[config.mk]
export PLATFORM = sky130hd
export DESIGN_NAME = sram_xlat_arbiter
export DESIGN_NICKNAME = d
export VERILOG_FILES = /design/src/rtl/sram_xlat_arbiter.sv
export SDC_FILE = /design/constraint.sdc
export NUM_CORES = 1
export LEC_CHECK = 0
export CAP_MARGIN = 20
export CORE_AREA = 4 4 118 120
export DETAILED_ROUTE_END_ITERATION = 10
export DIE_AREA = 0 0 122 124
export PLACE_DENSITY = 0.55
export REMOVE_ABC_BUFFERS = 1
export SYNTH_ARGS = -nofsm -noshare
export SYNTH_HDL_FRONTEND = slang
export SYNTH_SLANG_ARGS = --single-unit
[constraint.sdc]
create_clock -name clk -period 1.8 [get_ports clk]
set_clock_uncertainty 0.2 [all_clocks]
set_input_delay 0.36 -clock clk [delete_from_list [all_inputs] [get_ports clk]]
set_output_delay 0.36 -clock clk [all_outputs]
set_load 0.1 [all_outputs]
[src/rtl/sram_xlat_arbiter.sv]
// sram_xlat_arbiter: round-robin arbiter of NUM_CH request channels onto one synchronous SRAM port,
// with kseg0/kseg1 address translation, misalignment flagging and single-outstanding response routing.
//
// Ports:
//   clk, resetn        clock, asynchronous active-low reset
//   req_valid/addr/wen/wdata  per-channel request (wen==0 is a read)
//   req_ready          one-hot accept for the granted channel
//   resp_valid/err/rdata      per-channel response, one cycle after accept
//   sram_en/wen/addr/wdata    shared SRAM command (physical address)
//   sram_uncached      current access targets kseg1
//   sram_rdata         SRAM read data, valid the cycle after sram_en
module sram_xlat_arbiter #(
   parameter int NUM_CH      = 2,
   parameter int DATA_WIDTH  = 32,
   parameter int ENABLE_XLAT = 1
) (
   input  logic                               clk,
   input  logic                               resetn,
   input  logic [NUM_CH-1:0]                  req_valid,
   input  logic [NUM_CH*32-1:0]               req_addr,
   input  logic [NUM_CH*(DATA_WIDTH/8)-1:0]   req_wen,
   input  logic [NUM_CH*DATA_WIDTH-1:0]       req_wdata,
   output logic [NUM_CH-1:0]                  req_ready,
   output logic [NUM_CH-1:0]                  resp_valid,
   output logic [NUM_CH-1:0]                  resp_err,
   output logic [NUM_CH*DATA_WIDTH-1:0]       resp_rdata,
   output logic                               sram_en,
   output logic [DATA_WIDTH/8-1:0]            sram_wen,
   output logic [31:0]                        sram_addr,
   output logic [DATA_WIDTH-1:0]              sram_wdata,
   output logic                               sram_uncached,
   input  logic [DATA_WIDTH-1:0]              sram_rdata
);
   localparam int SW = DATA_WIDTH / 8;
   localparam int CW = (NUM_CH > 1) ? $clog2(NUM_CH) : 1;
   localparam int AW = $clog2(SW);

   logic [CW-1:0]         r_rr_ptr;
   logic                  r_pend_valid;
   logic [CW-1:0]         r_pend_ch;
   logic                  r_pend_wr;
   logic                  r_pend_err;

   logic [NUM_CH-1:0]     w_rot;
   logic                  w_any;
   logic                  w_act;
   int                    w_off;
   logic [CW-1:0]         w_gnt;
   logic [CW-1:0]         w_nxt;
   logic [31:0]           w_vaddr;
   logic [SW-1:0]         w_wen;
   logic [DATA_WIDTH-1:0] w_wdata;
   logic                  w_mis;
   logic                  w_kseg01;

   // Rotating the valid vector by rr_ptr turns the round-robin scan into a fixed lowest-bit search.
   always_comb begin
      w_rot = NUM_CH'({req_valid, req_valid} >> r_rr_ptr);
      w_any = 1'b0;
      w_off = 0;
      for (int j = NUM_CH - 1; j >= 0; j--)
         if (w_rot[j]) begin
            w_any = 1'b1;
            w_off = j;
         end
      // No grant is given while reset is held so every output reads zero.
      w_act = w_any & resetn;
      w_gnt = CW'((int'(r_rr_ptr) + w_off) % NUM_CH);
      w_nxt = CW'((int'(w_gnt) + 1) % NUM_CH);
   end

   always_comb begin
      req_ready = '0;
      w_vaddr   = '0;
      w_wen     = '0;
      w_wdata   = '0;
      for (int c = 0; c < NUM_CH; c++)
         if (w_act && w_gnt == CW'(c)) begin
            req_ready[c] = 1'b1;
            w_vaddr      = req_addr[c*32 +: 32];
            w_wen        = req_wen[c*SW +: SW];
            w_wdata      = req_wdata[c*DATA_WIDTH +: DATA_WIDTH];
         end
   end

   always_comb begin
      w_mis         = |w_vaddr[AW-1:0];
      w_kseg01      = (ENABLE_XLAT != 0) && (w_vaddr[31:30] == 2'b10);
      sram_en       = w_act && !w_mis;
      sram_wen      = sram_en ? w_wen : '0;
      sram_addr     = w_kseg01 ? {3'b000, w_vaddr[28:0]} : w_vaddr;
      sram_wdata    = w_wdata;
      sram_uncached = (ENABLE_XLAT != 0) && (w_vaddr[31:29] == 3'b101);
   end

   always_ff @(posedge clk or negedge resetn) begin
      if (!resetn) begin
         r_rr_ptr     <= '0;
         r_pend_valid <= 1'b0;
         r_pend_ch    <= '0;
         r_pend_wr    <= 1'b0;
         r_pend_err   <= 1'b0;
      end else begin
         r_pend_valid <= w_act;
         if (w_act) begin
            r_rr_ptr   <= w_nxt;
            r_pend_ch  <= w_gnt;
            r_pend_wr  <= |w_wen;
            r_pend_err <= w_mis;
         end
      end
   end

   always_comb begin
      resp_valid = '0;
      resp_err   = '0;
      resp_rdata = '0;
      for (int c = 0; c < NUM_CH; c++)
         if (r_pend_valid && r_pend_ch == CW'(c)) begin
            resp_valid[c] = 1'b1;
            resp_err[c]   = r_pend_err;
            resp_rdata[c*DATA_WIDTH +: DATA_WIDTH] = (r_pend_wr || r_pend_err) ? '0 : sram_rdata;
         end
   end
endmodule

Word-level counts from Yosys, hierarchy flattened:

Cells that the tools add are included.

* add/sub/neg operators: 2
* eq/ne operators: 2
* shift operators: 1
* muxes and demuxes: 21
* bitwise logic cells: 3
* reduce and logical (&&, ||, !) cells: 9

Operators by type and width (count)
* 2-to-1 mux 32 bit: 8
* 2-to-1 mux 4 bit: 3
* 2-to-1 mux 1 bit: 10
* logical AND 1 bit: 5
* OR reduction 4 bit: 1
* right shift 4 x 1 -> 2 bit: 1
* equality test 3 bit (second input constant): 1
* equality test 2 bit (second input constant): 1
* inverter 1 bit: 2
* OR reduction 2 bit: 1
* adder 1 bit: 1
* adder 1 bit (second input constant): 1
* AND 1 bit: 1
* logical NOT 1 bit: 1
* logical OR 1 bit: 1

* flip-flop bits (word level): 5
* input bits: 172
* word-level logic and storage cells: 43

Longest topological paths before layout:

* depth in word-level cells: 12
* depth in mapped cells: 6
* mapped depth without buffers: 4

Least setup slack after synthesis:

Ideal clock, no wire load.

* kind: input to output
* from: in req_valid[1]
* to: out sram_addr[31]
* data arrival time: 3.712 ns
* required time: 1.240 ns
* setup slack: -2.472 ns
* stages on the path: 5
* path buffers: 1
* path through: buf_6 > a21boi_4 > a32oi_1 > nor2b_1 > nor2b_1

* cells in the longest elaborated chain, start to end: 10
* elaborated cells on any way between the ends: 14
* those cells by class: 1 x add/sub; 1 x eq/ne; 1 x shift; 7 x mux; 2 x bitwise; 2 x reduce/logical

Ends and longest elaborated chain
* from (decl): line 19 `input logic [NUM_CH-1:0] req_valid,`
* right shift 4 x 1 -> 2 bit (*): line 58 `w_rot = NUM_CH'({req_valid, req_valid} >> r_rr_ptr);`
* 2-to-1 mux 1 bit (2 in series): line 62 `if (w_rot[j]) begin`
* adder 1 bit: line 68 `w_gnt = CW'((int'(r_rr_ptr) + w_off) % NUM_CH);`
* inverter 1 bit: line 78 `if (w_act && w_gnt == CW'(c)) begin`
* logical AND 1 bit: line 78
* 2-to-1 mux 32 bit: line 78
* 2-to-1 mux 32 bit (*): line 78
* equality test 2 bit: line 88 `w_kseg01 = (ENABLE_XLAT != 0) && (w_vaddr[31:30] == 2'b10);`
* 2-to-1 mux 32 bit (*): line 91 `sram_addr = w_kseg01 ? {3'b000, w_vaddr[28:0]} : w_vaddr;`
* to (decl): line 29 `output logic [31:0] sram_addr,`

Every way passes the cells marked *; elsewhere a longest branch is shown, timed or not.

Final worst setup path:

* from: reg r_rr_ptr
* to: out sram_addr[16]

* cells in the longest elaborated chain, start to end: 9
* elaborated cells on any way between the ends: 13
* those cells by class: 1 x add/sub; 1 x shift; 7 x mux; 2 x bitwise; 2 x reduce/logical

Ends and longest elaborated chain
* from (decl): line 38 `logic [CW-1:0] r_rr_ptr;`
* from (signal assigned): line 106 `r_rr_ptr <= w_nxt;`
* right shift 4 x 1 -> 2 bit: line 58
* 2-to-1 mux 1 bit (2 in series): line 62
* adder 1 bit: line 68
* inverter 1 bit: line 78
* logical AND 1 bit: line 78
* 2-to-1 mux 32 bit: line 78
* 2-to-1 mux 32 bit (*): line 78
* 2-to-1 mux 32 bit (*): line 91

Marked as above.

==> impl_metrics.toml <==
[finish]
nFillCells = 1079
fin_cells = 732
drive_above_1_share_pct = 59.7
antenna_cells = 0
finalNetCount = 729
area_delta_synth_final_pct = 355
multiInputGateArea_mm2 = 0.00182
regArea_um2 = 128
postLayoutCoreUtil_pct = 58.8
postLayoutCellArea_mm2 = 0.00763

[timing]
rsz0062_at_grt = "yes"
worst_pin_slew_ps = 345
hold_ws_ps = 63.8
tns_ps = -58880
setup_violations = 137
hold_viol_final = 0
slew_violations = 0
min_period_ps = 2320
slew-limit-headroom_pct = 76.7
period_share_pct = 129
worst_slack_ps = -516
fmax_mhz = 432

[worst_setup_path]
cp_num_buf_inv = 3
cp_cell_sequence = "a21boi_4 -> and2_4 -> buf_4 -> buf_12 -> a22o_1 -> buf_12"
r2r_slack_ps = 40
crit_required_ps = 1240
cp_max_fo = 9
r2r-end = "r_pend_wr$_DFFE_PN0P_"
critPathCaptureType = "output port"
r2r-start = "r_rr_ptr$_DFFE_PN0P_"
arrival_ps = 1760
critPathLaunch = "r_rr_ptr$_DFFE_PN0P_"
rr_worst_depth = 8
worstSetupPathType = "reg -> out"
crit_top_cell = "buf_12"
start_kind = "register"
crit_family = "buffers and inverters"
slowest_delay_ps = 430
crit_slowest_cell = "dfrtp_2"

[min_path]
hold_path.class = "in -> async"

[die]
die_width_um = 122
coreArea_mm2 = 0.0130
io_pins = 312
dieHeight_um = 124
start_util_pct = 12.9
die_area_mm2 = 0.0151
rows = 42

[clock_network]
cts_tree = "done"
cts_buffers = 3
cts-root-buf = "clkbuf_16"
cts_hold_buffers = 0
clkLatencyLatePin_ps = 230
cts.sinks = 5
htree_levels = 1
cts_buffer_depth = 2
clk_pin_slew_worst_paths_ps = 30

[drt]
drc_errors = 0
wl_per_cell_um = 19.9
vias = 3085
drtIter0Drc = 74
drtAntennaViolNets = 0
wirelength_um = 14600
vias_per_cell = 4.21
dr.pass1.iters = 4

[pwr]
p_int_mw = 1.67
ir_drop_mv = 0.327
p_per_area_mw_per_mm2 = 430
p_seq_share_pct = 4.6
p_clk_share_pct = 11.1
netSwitchingPower_mw = 1.61
combPwrFrac_pct = 84.3
p_sw_share_pct = 49.1
power.leakage_nw = 3.22

[global_route]
grtUsageMet2_pct = 29.9
grt_use_total_pct = 16.4
top_usage_layer = "met2"
grt_pass1_wl_um = 19100
met3_usage_pct = 5.45
antenna_found_initial = 0
use_met1_pct = 18.9
grt_max_degree = 33
overflow = 0
grt_pass1_vias = 3252

[yosys]
synth_edf_count = 0
avgSynthCellArea_um2 = 8.39
synth_flop_cell = "dfrtp_1"
synthArstFlopShare_pct = 100
ys_seq_area_share_pct = 7.46
synth_seq_cells = 5
synthCells = 200
ys_types = 29
ys_warn_count = 0
synth_area_mm2 = 0.00168

[placement]
placed_cells = 694
place_area_mm2 = 0.00644
routabilityCongestion = 0.801
hpwl_um = 11400
io_buffers = 311

[outcome]
violations = "setup timing"
status = "finished, violations left"

[job]
maxCapViolations = 0
-- sequential cells by signal (all words and copies together) (netlist names) --
name,cells
r_pend_err,1
r_rr_ptr,1
r_pend_valid,1
r_pend_ch,1
r_pend_wr,1
-- synth_stat cells, types with 2 or more instances --
cell type  instances  area [um2]
a31oi_1            2        12.5
inv_1              4        15.0
and3_1             2        12.5
nor2b_1            4        25.0
clkbuf_1           3        11.3
a22o_1            60         526
dfrtp_1            5         125
clkbuf_2           3        15.0
nand2_1            2        7.51
buf_12             7         140
o21ai_0            2        10.0
and2_1            67         419
buf_6              9         101
nor2_1             8        30.0
o21a_1             2        15.0
a32o_1             3        30.0
a32oi_1            3        26.3
nor3b_2            3        37.5
-- final cells by class --
class,instances,share of cell area [%]
Clock buffer,4,1.03
Tap cell,176,2.89
Multi-Input combinational cell,168,23.8
Sequential cell,5,1.67
Timing Repair Buffer,375,70.3
Inverter,4,0.230
-- worst max path at each step --
stage                         end  slack [ps]  cells after the start
floorplan           sram_addr[31]       -2440                      4
global placement      sram_wen[0]        -760                      6
detailed placement    sram_wen[0]        -880                      6
CTS                 sram_uncached        -520                      6
global route        sram_addr[10]        -570                      6
finish              sram_addr[16]        -520                      6
-- layout by cell type, fill, tap and decap left out, types with 2 or more instances in the layout --
cell type / n
nor2b_4: 3
a22o_1: 32
a22o_4: 28
nor2_1: 5
dfrtp_2: 2
clkbuf_16: 6
and2_4: 68
nor3b_4: 4
and3_4: 3
buf_4: 21
dfrtp_1: 3
o21ai_0: 2
nor2_4: 3
buf_12: 150
clkdlybuf4s15_2: 2
buf_6: 22
clkdlybuf4s50_1: 167
buf_8: 4
o21a_1: 2
inv_1: 3
buf_16: 4
a32o_2: 2
-- through the flow --
step	setup slack [ps]	power [mW]
after CTS	-523	3.22
after global placement	-763	2.60
after global routing	-569	3.38
after floorplan	-2440	1.40
final	-516	3.28
after detailed placement	-878	2.61
-- worst register-to-register path: stages, from the launching register on --
cell and delay, ps:
dfrtp_2 430, a21boi_4 180, buf_12 140, buf_8 100, and3_4 190, a31oi_4 40
buf_6 130, buf_6 100, a31oi_1 150
-- power by group through the flow --
stage	clock (mW)	sequential (mW)	combinational, mW
final	0.365	0.151	2.76
after global routing	0.386	0.154	2.84
after CTS	0.374	0.150	2.69
after detailed placement	0	0.148	2.46
after global placement	0	0.148	2.45
after floorplan	0	0.143	1.25
-- kinds of logic (layout without fill, tap and decap cells) --
family          Yosys count  after routing  share of synthesized area (%)
buf+inv                  27            383                           17.2
flops                     5              5                           7.46
simple gates             92             92                           35.1
compound gates           76             76                           40.3
-- what timing repair did --
action | CTS | global route
endpoints found under the setup margin | 139 | 141
cloned | 5 | 4
pin swaps | 64 | 29
gates resized for setup | 134 | 39
setup buffers | 22 | 13
-- per-layer routing --
| layer | share of wire, % | up-vias |
|---|---|---|
| met3 | 9.2 | 10 |
| met1 | 37 | 1446 |
| met2 | 52 | 163 |
| met4 | 1.1 | 0 |
| met5 | 0 | - |
| li1 | - | 1466 |
No activity file was read; power rests on OpenSTA's default activity.
